File: src/rtl/free_preg_list_mw_if.sv
`default_nettype none
//============================================================================
// Module      : free_preg_list_mw_if
// Description : Bundle of the rename-side and commit-side signals of the
//               multi-wide free physical-register list.
//               master : rename/commit logic (drives requests, frees,
//                        checkpoint controls)
//               slave  : free_preg_list_mw
//               Ports  : stall, alloc_req/grant/preg, free_vld/preg,
//                        ckpt_take/id/full/release/restore, restore_id,
//                        count, empty, err
// Revision    : 1.0 - initial release
//============================================================================
interface free_preg_list_mw_if #(
    parameter int NUM_PREGS = 128,
    parameter int ALLOC_W   = 2,
    parameter int FREE_W    = 2,
    parameter int NUM_CKPT  = 4
);
    localparam int PW = $clog2(NUM_PREGS);
    localparam int CW = $clog2(NUM_CKPT);

    logic                    stall;
    logic [ALLOC_W-1:0]      alloc_req;
    logic                    alloc_grant;
    logic [ALLOC_W*PW-1:0]   alloc_preg;
    logic [FREE_W-1:0]       free_vld;
    logic [FREE_W*PW-1:0]    free_preg;
    logic                    ckpt_take;
    logic [CW-1:0]           ckpt_id;
    logic                    ckpt_full;
    logic                    ckpt_release;
    logic                    ckpt_restore;
    logic [CW-1:0]           restore_id;
    logic [PW:0]             count;
    logic                    empty;
    logic                    err;

    modport master (
        output stall, alloc_req, free_vld, free_preg, ckpt_take,
               ckpt_release, ckpt_restore, restore_id,
        input  alloc_grant, alloc_preg, ckpt_id, ckpt_full, count, empty, err
    );

    modport slave (
        input  stall, alloc_req, free_vld, free_preg, ckpt_take,
               ckpt_release, ckpt_restore, restore_id,
        output alloc_grant, alloc_preg, ckpt_id, ckpt_full, count, empty, err
    );
endinterface
`default_nettype wire

File: src/rtl/free_preg_list_mw.sv
`default_nettype none
//============================================================================
// Module      : free_preg_list_mw
// Description : Multi-wide free physical-register list with branch
//               checkpoints. Hands out up to ALLOC_W pregs per cycle
//               (all-or-nothing), accepts up to FREE_W retired pregs per
//               cycle, and keeps an in-order FIFO of head snapshots for
//               single-cycle mispredict recovery.
//               clk   : rising-edge clock
//               rst_n : asynchronous active-low reset
//               bus   : free_preg_list_mw_if slave modport
// Revision    : 1.0 - initial release
//============================================================================
module free_preg_list_mw #(
    parameter int NUM_PREGS = 128,
    parameter int NUM_AREGS = 32,
    parameter int ALLOC_W   = 2,
    parameter int FREE_W    = 2,
    parameter int NUM_CKPT  = 4
) (
    input  wire logic           clk,
    input  wire logic           rst_n,
    free_preg_list_mw_if.slave  bus
);
    localparam int PW = $clog2(NUM_PREGS);
    localparam int CW = $clog2(NUM_CKPT);
    localparam int c_INIT_CNT = NUM_PREGS - NUM_AREGS;
    localparam logic [PW:0]   c_TAIL_INIT = (PW+1)'(c_INIT_CNT);
    localparam logic [PW+1:0] c_MAX_CNT   = (PW+2)'(NUM_PREGS);
    localparam logic [CW:0]   c_CKPT_MAX  = (CW+1)'(NUM_CKPT);

    logic [PW-1:0] r_mem  [NUM_PREGS];
    logic [PW:0]   r_slot [NUM_CKPT];
    logic [PW:0]   r_head, r_tail;
    logic [CW:0]   r_ck_head, r_ck_tail;
    logic          r_err;

    logic [PW:0]   w_count, w_n_alloc, w_n_free, w_head_next;
    logic [PW-1:0] w_free_idx [FREE_W];
    logic [PW+1:0] w_free_sum;
    logic          w_free_ovf, w_free_fire;
    logic          w_grant, w_alloc_fire;
    logic [CW:0]   w_ck_cnt, w_ck_head_next, w_ck_tail_next;
    logic [CW-1:0] w_rst_off;
    logic          w_ck_full, w_rst_live, w_restore;
    logic          w_take_fire, w_take_err, w_err_evt;

    // Lane popcounts; each valid free lane lands at tail + (valid lanes below it)
    always_comb begin
        w_n_alloc = '0;
        for (int i = 0; i < ALLOC_W; i++)
            w_n_alloc = w_n_alloc + {{PW{1'b0}}, bus.alloc_req[i]};
        w_n_free = '0;
        for (int k = 0; k < FREE_W; k++) begin
            w_free_idx[k] = r_tail[PW-1:0] + w_n_free[PW-1:0];
            w_n_free      = w_n_free + {{PW{1'b0}}, bus.free_vld[k]};
        end
    end

    assign w_count      = r_tail - r_head;
    // Grant looks only at the pre-free count; an empty request is never granted
    assign w_grant      = (|bus.alloc_req) && (w_count >= w_n_alloc);
    assign w_alloc_fire = w_grant && !bus.stall && !bus.ckpt_restore;

    // A free batch that would push the list past NUM_PREGS is dropped whole
    assign w_free_sum   = {1'b0, w_count} + {1'b0, w_n_free};
    assign w_free_ovf   = w_free_sum > c_MAX_CNT;
    assign w_free_fire  = !w_free_ovf;

    // Checkpoint FIFO occupancy and liveness of the slot being restored:
    // a slot is live when its distance from the oldest is below occupancy
    assign w_ck_cnt    = r_ck_tail - r_ck_head;
    assign w_ck_full   = (w_ck_cnt == c_CKPT_MAX);
    assign w_rst_off   = bus.restore_id - r_ck_head[CW-1:0];
    assign w_rst_live  = ({1'b0, w_rst_off} < w_ck_cnt);
    assign w_restore   = bus.ckpt_restore && w_rst_live;

    assign w_take_fire = bus.ckpt_take && !bus.stall && !bus.ckpt_restore && !w_ck_full;
    assign w_take_err  = bus.ckpt_take && !bus.stall && !bus.ckpt_restore &&  w_ck_full;
    assign w_err_evt   = (w_free_ovf && (|bus.free_vld)) || w_take_err ||
                         (bus.ckpt_restore && !w_rst_live);

    always_comb begin
        w_head_next = r_head;
        if (w_restore)
            w_head_next = r_slot[bus.restore_id];
        else if (w_alloc_fire)
            w_head_next = r_head + w_n_alloc;
    end

    always_comb begin
        w_ck_head_next = r_ck_head;
        w_ck_tail_next = r_ck_tail;
        if (w_restore) begin
            // Drop the restored slot and every younger one
            w_ck_tail_next = r_ck_head + {1'b0, w_rst_off};
        end else begin
            if (bus.ckpt_release && !bus.ckpt_restore && (w_ck_cnt != '0))
                w_ck_head_next = r_ck_head + 1'b1;
            if (w_take_fire)
                w_ck_tail_next = r_ck_tail + 1'b1;
        end
    end

    always_ff @(posedge clk or negedge rst_n) begin
        if (!rst_n) begin
            r_head    <= '0;
            r_tail    <= c_TAIL_INIT;
            r_ck_head <= '0;
            r_ck_tail <= '0;
            r_err     <= 1'b0;
        end else begin
            r_head    <= w_head_next;
            if (w_free_fire)
                r_tail <= r_tail + w_n_free;
            r_ck_head <= w_ck_head_next;
            r_ck_tail <= w_ck_tail_next;
            if (w_err_evt)
                r_err <= 1'b1;
        end
    end

    // Snapshot is the head after this cycle's allocation
    always_ff @(posedge clk or negedge rst_n) begin
        if (!rst_n) begin
            for (int s = 0; s < NUM_CKPT; s++)
                r_slot[s] <= '0;
        end else if (w_take_fire) begin
            r_slot[r_ck_tail[CW-1:0]] <= w_head_next;
        end
    end

    always_ff @(posedge clk or negedge rst_n) begin
        if (!rst_n) begin
            for (int i = 0; i < NUM_PREGS; i++)
                r_mem[i] <= (i < c_INIT_CNT) ? PW'(NUM_AREGS + i) : '0;
        end else if (w_free_fire) begin
            for (int k = 0; k < FREE_W; k++)
                if (bus.free_vld[k])
                    r_mem[w_free_idx[k]] <= bus.free_preg[k*PW +: PW];
        end
    end

    generate
        for (genvar g = 0; g < ALLOC_W; g++) begin : g_alloc_lane
            assign bus.alloc_preg[g*PW +: PW] = r_mem[r_head[PW-1:0] + PW'(g)];
        end
    endgenerate

    assign bus.alloc_grant = w_grant;
    assign bus.count       = w_count;
    assign bus.empty       = (w_count == '0);
    assign bus.ckpt_id     = r_ck_tail[CW-1:0];
    assign bus.ckpt_full   = w_ck_full;
    assign bus.err         = r_err;

endmodule
`default_nettype wire
File: src/flat_wrapper.sv
// flat-port wrapper written by rule: the top's interface ports become plain ports
module free_preg_list_mw_flat 
#(
    parameter int NUM_PREGS = 128,
    parameter int NUM_AREGS = 32,
    parameter int ALLOC_W   = 2,
    parameter int FREE_W    = 2,
    parameter int NUM_CKPT  = 4
)
  (clk, rst_n, bus_stall, bus_alloc_req, bus_free_vld, bus_free_preg, bus_ckpt_take, bus_ckpt_release, bus_ckpt_restore, bus_restore_id, bus_alloc_grant, bus_alloc_preg, bus_ckpt_id, bus_ckpt_full, bus_count, bus_empty, bus_err);
  free_preg_list_mw_if #(.NUM_PREGS(NUM_PREGS), .ALLOC_W(ALLOC_W), .FREE_W(FREE_W), .NUM_CKPT(NUM_CKPT)) bus_i ();
  input  wire logic clk;
  input  wire logic rst_n;
  input wire logic [$bits(bus_i.stall)-1:0] bus_stall;
  input wire logic [$bits(bus_i.alloc_req)-1:0] bus_alloc_req;
  input wire logic [$bits(bus_i.free_vld)-1:0] bus_free_vld;
  input wire logic [$bits(bus_i.free_preg)-1:0] bus_free_preg;
  input wire logic [$bits(bus_i.ckpt_take)-1:0] bus_ckpt_take;
  input wire logic [$bits(bus_i.ckpt_release)-1:0] bus_ckpt_release;
  input wire logic [$bits(bus_i.ckpt_restore)-1:0] bus_ckpt_restore;
  input wire logic [$bits(bus_i.restore_id)-1:0] bus_restore_id;
  output wire logic [$bits(bus_i.alloc_grant)-1:0] bus_alloc_grant;
  output wire logic [$bits(bus_i.alloc_preg)-1:0] bus_alloc_preg;
  output wire logic [$bits(bus_i.ckpt_id)-1:0] bus_ckpt_id;
  output wire logic [$bits(bus_i.ckpt_full)-1:0] bus_ckpt_full;
  output wire logic [$bits(bus_i.count)-1:0] bus_count;
  output wire logic [$bits(bus_i.empty)-1:0] bus_empty;
  output wire logic [$bits(bus_i.err)-1:0] bus_err;
  assign bus_i.stall = bus_stall;
  assign bus_i.alloc_req = bus_alloc_req;
  assign bus_i.free_vld = bus_free_vld;
  assign bus_i.free_preg = bus_free_preg;
  assign bus_i.ckpt_take = bus_ckpt_take;
  assign bus_i.ckpt_release = bus_ckpt_release;
  assign bus_i.ckpt_restore = bus_ckpt_restore;
  assign bus_i.restore_id = bus_restore_id;
  assign bus_alloc_grant = bus_i.alloc_grant;
  assign bus_alloc_preg = bus_i.alloc_preg;
  assign bus_ckpt_id = bus_i.ckpt_id;
  assign bus_ckpt_full = bus_i.ckpt_full;
  assign bus_count = bus_i.count;
  assign bus_empty = bus_i.empty;
  assign bus_err = bus_i.err;
  free_preg_list_mw #(.NUM_PREGS(NUM_PREGS), .NUM_AREGS(NUM_AREGS), .ALLOC_W(ALLOC_W), .FREE_W(FREE_W), .NUM_CKPT(NUM_CKPT)) u_core (.clk(clk), .rst_n(rst_n), .bus(bus_i));
endmodule
File: config.mk
export PLATFORM = sky130hd
export DESIGN_NAME = free_preg_list_mw_flat
export DESIGN_NICKNAME = d
export VERILOG_FILES = /design/src/rtl/free_preg_list_mw_if.sv /design/src/rtl/free_preg_list_mw.sv /design/src/flat_wrapper.sv
export SDC_FILE = /design/constraint.sdc
export NUM_CORES = 2
export LEC_CHECK = 0
export BUFFER_PORTS_ARGS = -buffer_cell sky130_fd_sc_hd__buf_2
export CAP_MARGIN = 20
export CORE_ASPECT_RATIO = 0.6
export CORE_MARGIN = 4
export CORE_UTILIZATION = 30
export DETAILED_ROUTE_END_ITERATION = 16
export GPL_TIMING_DRIVEN = 0
export PLACE_DENSITY = 0.49
export SYNTH_ARGS = -nofsm -noshare
export SYNTH_HDL_FRONTEND = slang
export SYNTH_SLANG_ARGS = --single-unit
File: constraint.sdc
create_clock -name clk -period 10.9 [get_ports clk]
set_clock_uncertainty 0.05 [all_clocks]
set_input_delay 3.27 -clock clk [delete_from_list [all_inputs] [get_ports clk]]
set_output_delay 3.27 -clock clk [all_outputs]
set_load 0.05 [all_outputs]
== After elaboration in Yosys (flattened, before gate mapping) ==
Cells that the tools add are included.
Operators by class
  muxes and demuxes: 25
  magnitude comparators: 12
  multiply operators: 0
  add/sub/neg operators: 13
  div/mod/pow operators: 0
  eq/ne operators: 1
  shifts and indexed selects: 0
  bitwise logic cells: 7
  reductions and logical operators: 27
Operators by type and width (number)
  $mux W896: 3
  $bwmux W896: 2
  $bmux W7 S7: 2
  $demux W7 S7: 2
  $mux W7: 6
  $mux W8: 5
  $bwmux W32: 1
  $ge A8 B8 Y1 const B: 4
  $not A7 Y8: 4
  $add A8 B8 Y8: 2
  $bmux W8 S2: 1
  $demux W8 S2: 1
  $lt A8 B1 Y1 const B: 2
  $logic_and A1 B1 Y1: 15
  $add A8 B8 Y9: 1
  $gt A9 B8 Y1 const B: 1
  $ge A8 B8 Y1: 1
  $logic_not A8 Y1: 1
  $sub A8 B8 Y8: 1
  $add A7 B1 Y7: 1
  $add A7 B1 Y7 const B: 1
  $add A3 B1 Y3 const B: 2
  $ge A3 B3 Y1 const B: 2
  $mux W3: 2
  15 further kinds: 22
Word-level totals
  latch bits: 0
  output and inout bits: 28
  ROM bits: 0
  word-level logic and storage cells: 222
  register bits: 951
  memories kept: 0
  input bits: 26
  RAM bits: 0

== Longest topological paths before layout ==
  word-level depth: 10
  mapped depth: 16
  mapped depth without buffers: 12

== Worst setup path after synthesis ==
No wires, ideal clock.
  kind: register to output
  start: register u_core.r_head[1]
  end: output bus_empty
  buffers on the path: 4
  data required time: 7.580 ns
  path slack: 2.730 ns
  arrival time: 4.850 ns
  stages on the path, launching flop included: 12
  path through: dfrtp_1 -> clkbuf_1 -> buf_2 -> buf_1 -> inv_1 -> fa_1 -> nand3_1 -> a2111o_1 -> o311ai_1 -> or3_1 -> clkbuf_1 -> nor4_1
On the way
  cells in the longest elaborated chain, start to end: 2
RTL lines
  start, declared: RTL line free_preg_list_mw.sv:34  | logic [PW:0] r_head, r_tail;
  start signal, assigned: RTL line free_preg_list_mw.sv:113  | r_head <= w_head_next;
  $sub A8 B8 Y8: RTL line free_preg_list_mw.sv:60  | assign w_count = r_tail - r_head;
  net bus_count[6]: RTL line flat_wrapper.sv:26  | output wire logic [$bits(bus_i.count)-1:0] bus_count;
  $logic_not A8 Y1: RTL line free_preg_list_mw.sv:152  | assign bus.empty = (w_count == '0);
  end, declared: RTL line flat_wrapper.sv:27  | output wire logic [$bits(bus_i.empty)-1:0] bus_empty;
The timed path passes the listed nets, and every way through them passes these cells.

== Final worst setup path ==
  start: register u_core.r_head[0]
  end: output bus_alloc_preg[12]
On the way
  cells in the longest elaborated chain, start to end: 5
RTL lines
  $add A7 B1 Y7: RTL line free_preg_list_mw.sv:146  | assign bus.alloc_preg[g*PW +: PW] = r_mem[r_head[PW-1:0] + PW'(g)];
  $not A7 Y8 (implied by the code): RTL line free_preg_list_mw.sv:146
  $bmux W7 S7: RTL line free_preg_list_mw.sv:146
  $mux W7 (implied by the code) (2 in a row): RTL line free_preg_list_mw.sv:146
  end, declared: RTL line flat_wrapper.sv:23  | output wire logic [$bits(bus_i.alloc_preg)-1:0] bus_alloc_preg;
No other way between the ends. The select of a mux whose other input is x is not followed.

==> metrics.cfg <==
[outcome]
status=completed

[clocking]
worst_skew_pair.late_latency_ns=0.79
cts.clk_slew.worst_paths_ns=0.06
clk_path_buf_depth=3
cts_tree=done
cts_sinks=951
htreeDepth=3
cts-resized-gates=0
cts_root_buf=clkbuf_16
cts_buffers=103
postCtsSetupBuffers=0
ctsHoldBuffers=0

[placed_design]
gp_congestion=1.060
dp_hpwl_um=260600
dp.cells=7697
io_buffers=38

[route]
wire_per_inst_um=42.21
num_vias=56370
wl_met1_um=140200
drt-pass1-iter-count=9
route.met3.wl_um=65170
drc_errors=0
dr.max_layer_used=met5
via_per_inst=7.102
ant_nets=0
dr.first_iter.drc_count=9547
met2WireLength_um=116900
wl_um=335000

[final_layout]
area_delta_synth_final_pct=15.25
final_cells=7937
fillers=19610
nets=5255
drive_above_1_share_pct=30.69

[sta]
finalSetupViolations=0
fmax_mhz=101.1
hold_viol=0
fin_setup_tns_ns=0
slew_headroom_pct=15.59
whs_ns=0.4287
fin_crit_sh_pct=90.78
grt_setup_unrepaired=false
maxSlewViolCount=0
period_needed_ns=9.895
tightest_slew_ns=1.266

[synthesis]
synth_common_cells=a2bb2oi_1, o22ai_1, mux4_2, dfrtp_1, dfstp_2
ys.flop_type=dfrtp_1
synth_edf_count=0
yosys-top-cells-area=dfrtp_1, mux4_2, dfstp_2, a2bb2oi_1, o22ai_1
async_flop_share_pct=100.0
syn_area_sq_um=59930
avgSynthCellArea_sq_um=12.13
synth.top_cell.area_share_pct=24.26
yosysSeqAreaShare_pct=40.48
syn-num-nets=5005
yosysWarnings=0
syn_inst=4942
yosysTopAreaCell=dfrtp_1
ys_types=68
ys_seq_elements=951

[grt]
grt_use_total_pct=31.34
antenna_found_initial=29
grt_pass1_vias=52250
grt_pass1_wl_um=454800
grt_overflow_total=0
grt_start_max_net_pins=159

[critical_path]
crit_required_ns=7.58
worstSetupStartpointType=flop
worstSetupPathType=flop to output port
rrSetupSlack_ns=3.27
cp_data_arrival_time_ns=6.58
cp_max_fo=10
endpoint_kind=output port

[run]
maxCapViolCount=0

[min_path]
worstHoldPathType=flop to flop

[die]
die_w_um=585.0
start_util_pct=30.32
io_pins=54
die_area_sq_um=207200
die-height_um=354.2
rows=126
coreArea_sq_um=197700

worst paths after layout:
check / from / endpoint / cells past startpoint
max in group asynchronous: rst_n / u_core.r_mem[564] / 3
min in group asynchronous: rst_n / u_core.r_mem[85] / 1
worst max register to register: u_core.r_head[1] / u_core.r_mem[874] / 16
worst min-delay path: u_core.r_slot[18] / u_core.r_slot[18] / 2
worst min register to register: u_core.r_slot[18] / u_core.r_slot[18] / 2
worst max-delay path: u_core.r_head[0] / bus_alloc_preg[12] / 10
state kept, by name (all words and copies together) (netlist names):
name and count:
u_core.r_ck_head 3, u_core.r_ck_tail 3, u_core.r_tail 8, u_core.r_slot 32
u_core.bus.err 1, u_core.r_head 8, u_core.r_mem 896
layout by cell type, fill, tap and decap left out, types with 33 or more instances in the layout:
cell | synthesis | layout
o22ai_1 | 854 | 854
a2bb2oi_1 | 854 | 854
mux4_2 | 596 | 596
dfrtp_1 | 581 | 581
dfstp_2 | 370 | 370
clkbuf_1 | 346 | 334
nand2_1 | 224 | 224
buf_2 | 142 | 198
nor2_1 | 171 | 171
nand3_1 | 112 | 112
clkbuf_16 | 0 | 103
a31oi_1 | 102 | 102
nor3_2 | 74 | 74
a21oi_1 | 56 | 56
buf_8 | 0 | 55
a22oi_1 | 44 | 44
o2bb2ai_1 | 43 | 43
buf_1 | 56 | 40
clkbuf_2 | 0 | 36
inv_1 | 33 | 33
metrics by stage:
stage	utilization (%)	instance area, sq um	setup WS [ns]
after floorplan	-	59940	2.730
after global placement	32.07	63410	-15.97
after detailed placement	32.96	65150	2.003
after CTS	34.84	68870	1.151
after global routing	34.91	69010	0.9470
final	34.94	69080	1.005
layer usage:
metal	vias to the layer above	global-route usage, %
li1	21340	-
met1	29400	44.74
met2	5005	36.07
met3	606	21.44
met4	18	9.885
met5	-	0.9268
cell type report:
| class | count | area [sq um] | area share [%] |
|---|---|---|---|
| antenna | 31 | 77.57 | 0.1123 |
| sequential | 951 | 24260 | 35.12 |
| clock buffer | 150 | 2984 | 4.320 |
| multi-input combinational | 3400 | 33260 | 48.15 |
| tap | 2624 | 3283 | 4.753 |
| inverter | 37 | 138.9 | 0.2011 |
| timing repair buffer | 145 | 1983 | 2.871 |
| clock inverter | 45 | 732.0 | 1.060 |
| buffer | 554 | 2360 | 3.416 |
worst max-delay path: stages, from the launching register on:
cell	delay, ns
dfrtp_1	0.50
ha_1	0.33
clkbuf_1	0.77
buf_2	0.52
buf_2	0.57
buf_1	0.88
mux4_2	0.44
mux4_2	0.64
mux4_2	0.51
mux2_2	0.35
buf_2	0.24
cell families after synthesis:
logic type / count (synthesis) / synth area share, %
XOR/XNOR: 29 / 0.4467
multiplexers: 610 / 22.65
AND/OR/NAND/NOR: 694 / 6.315
buffers and inverters: 591 / 4.060
AO/OA/AOI/OAI: 2030 / 25.19
adder cells (fa/ha/maj): 37 / 0.8601
flip-flops: 951 / 40.48
Power is not shown: default switching activity piles up to over one toggle a cycle in this logic, so the estimate is an artifact.
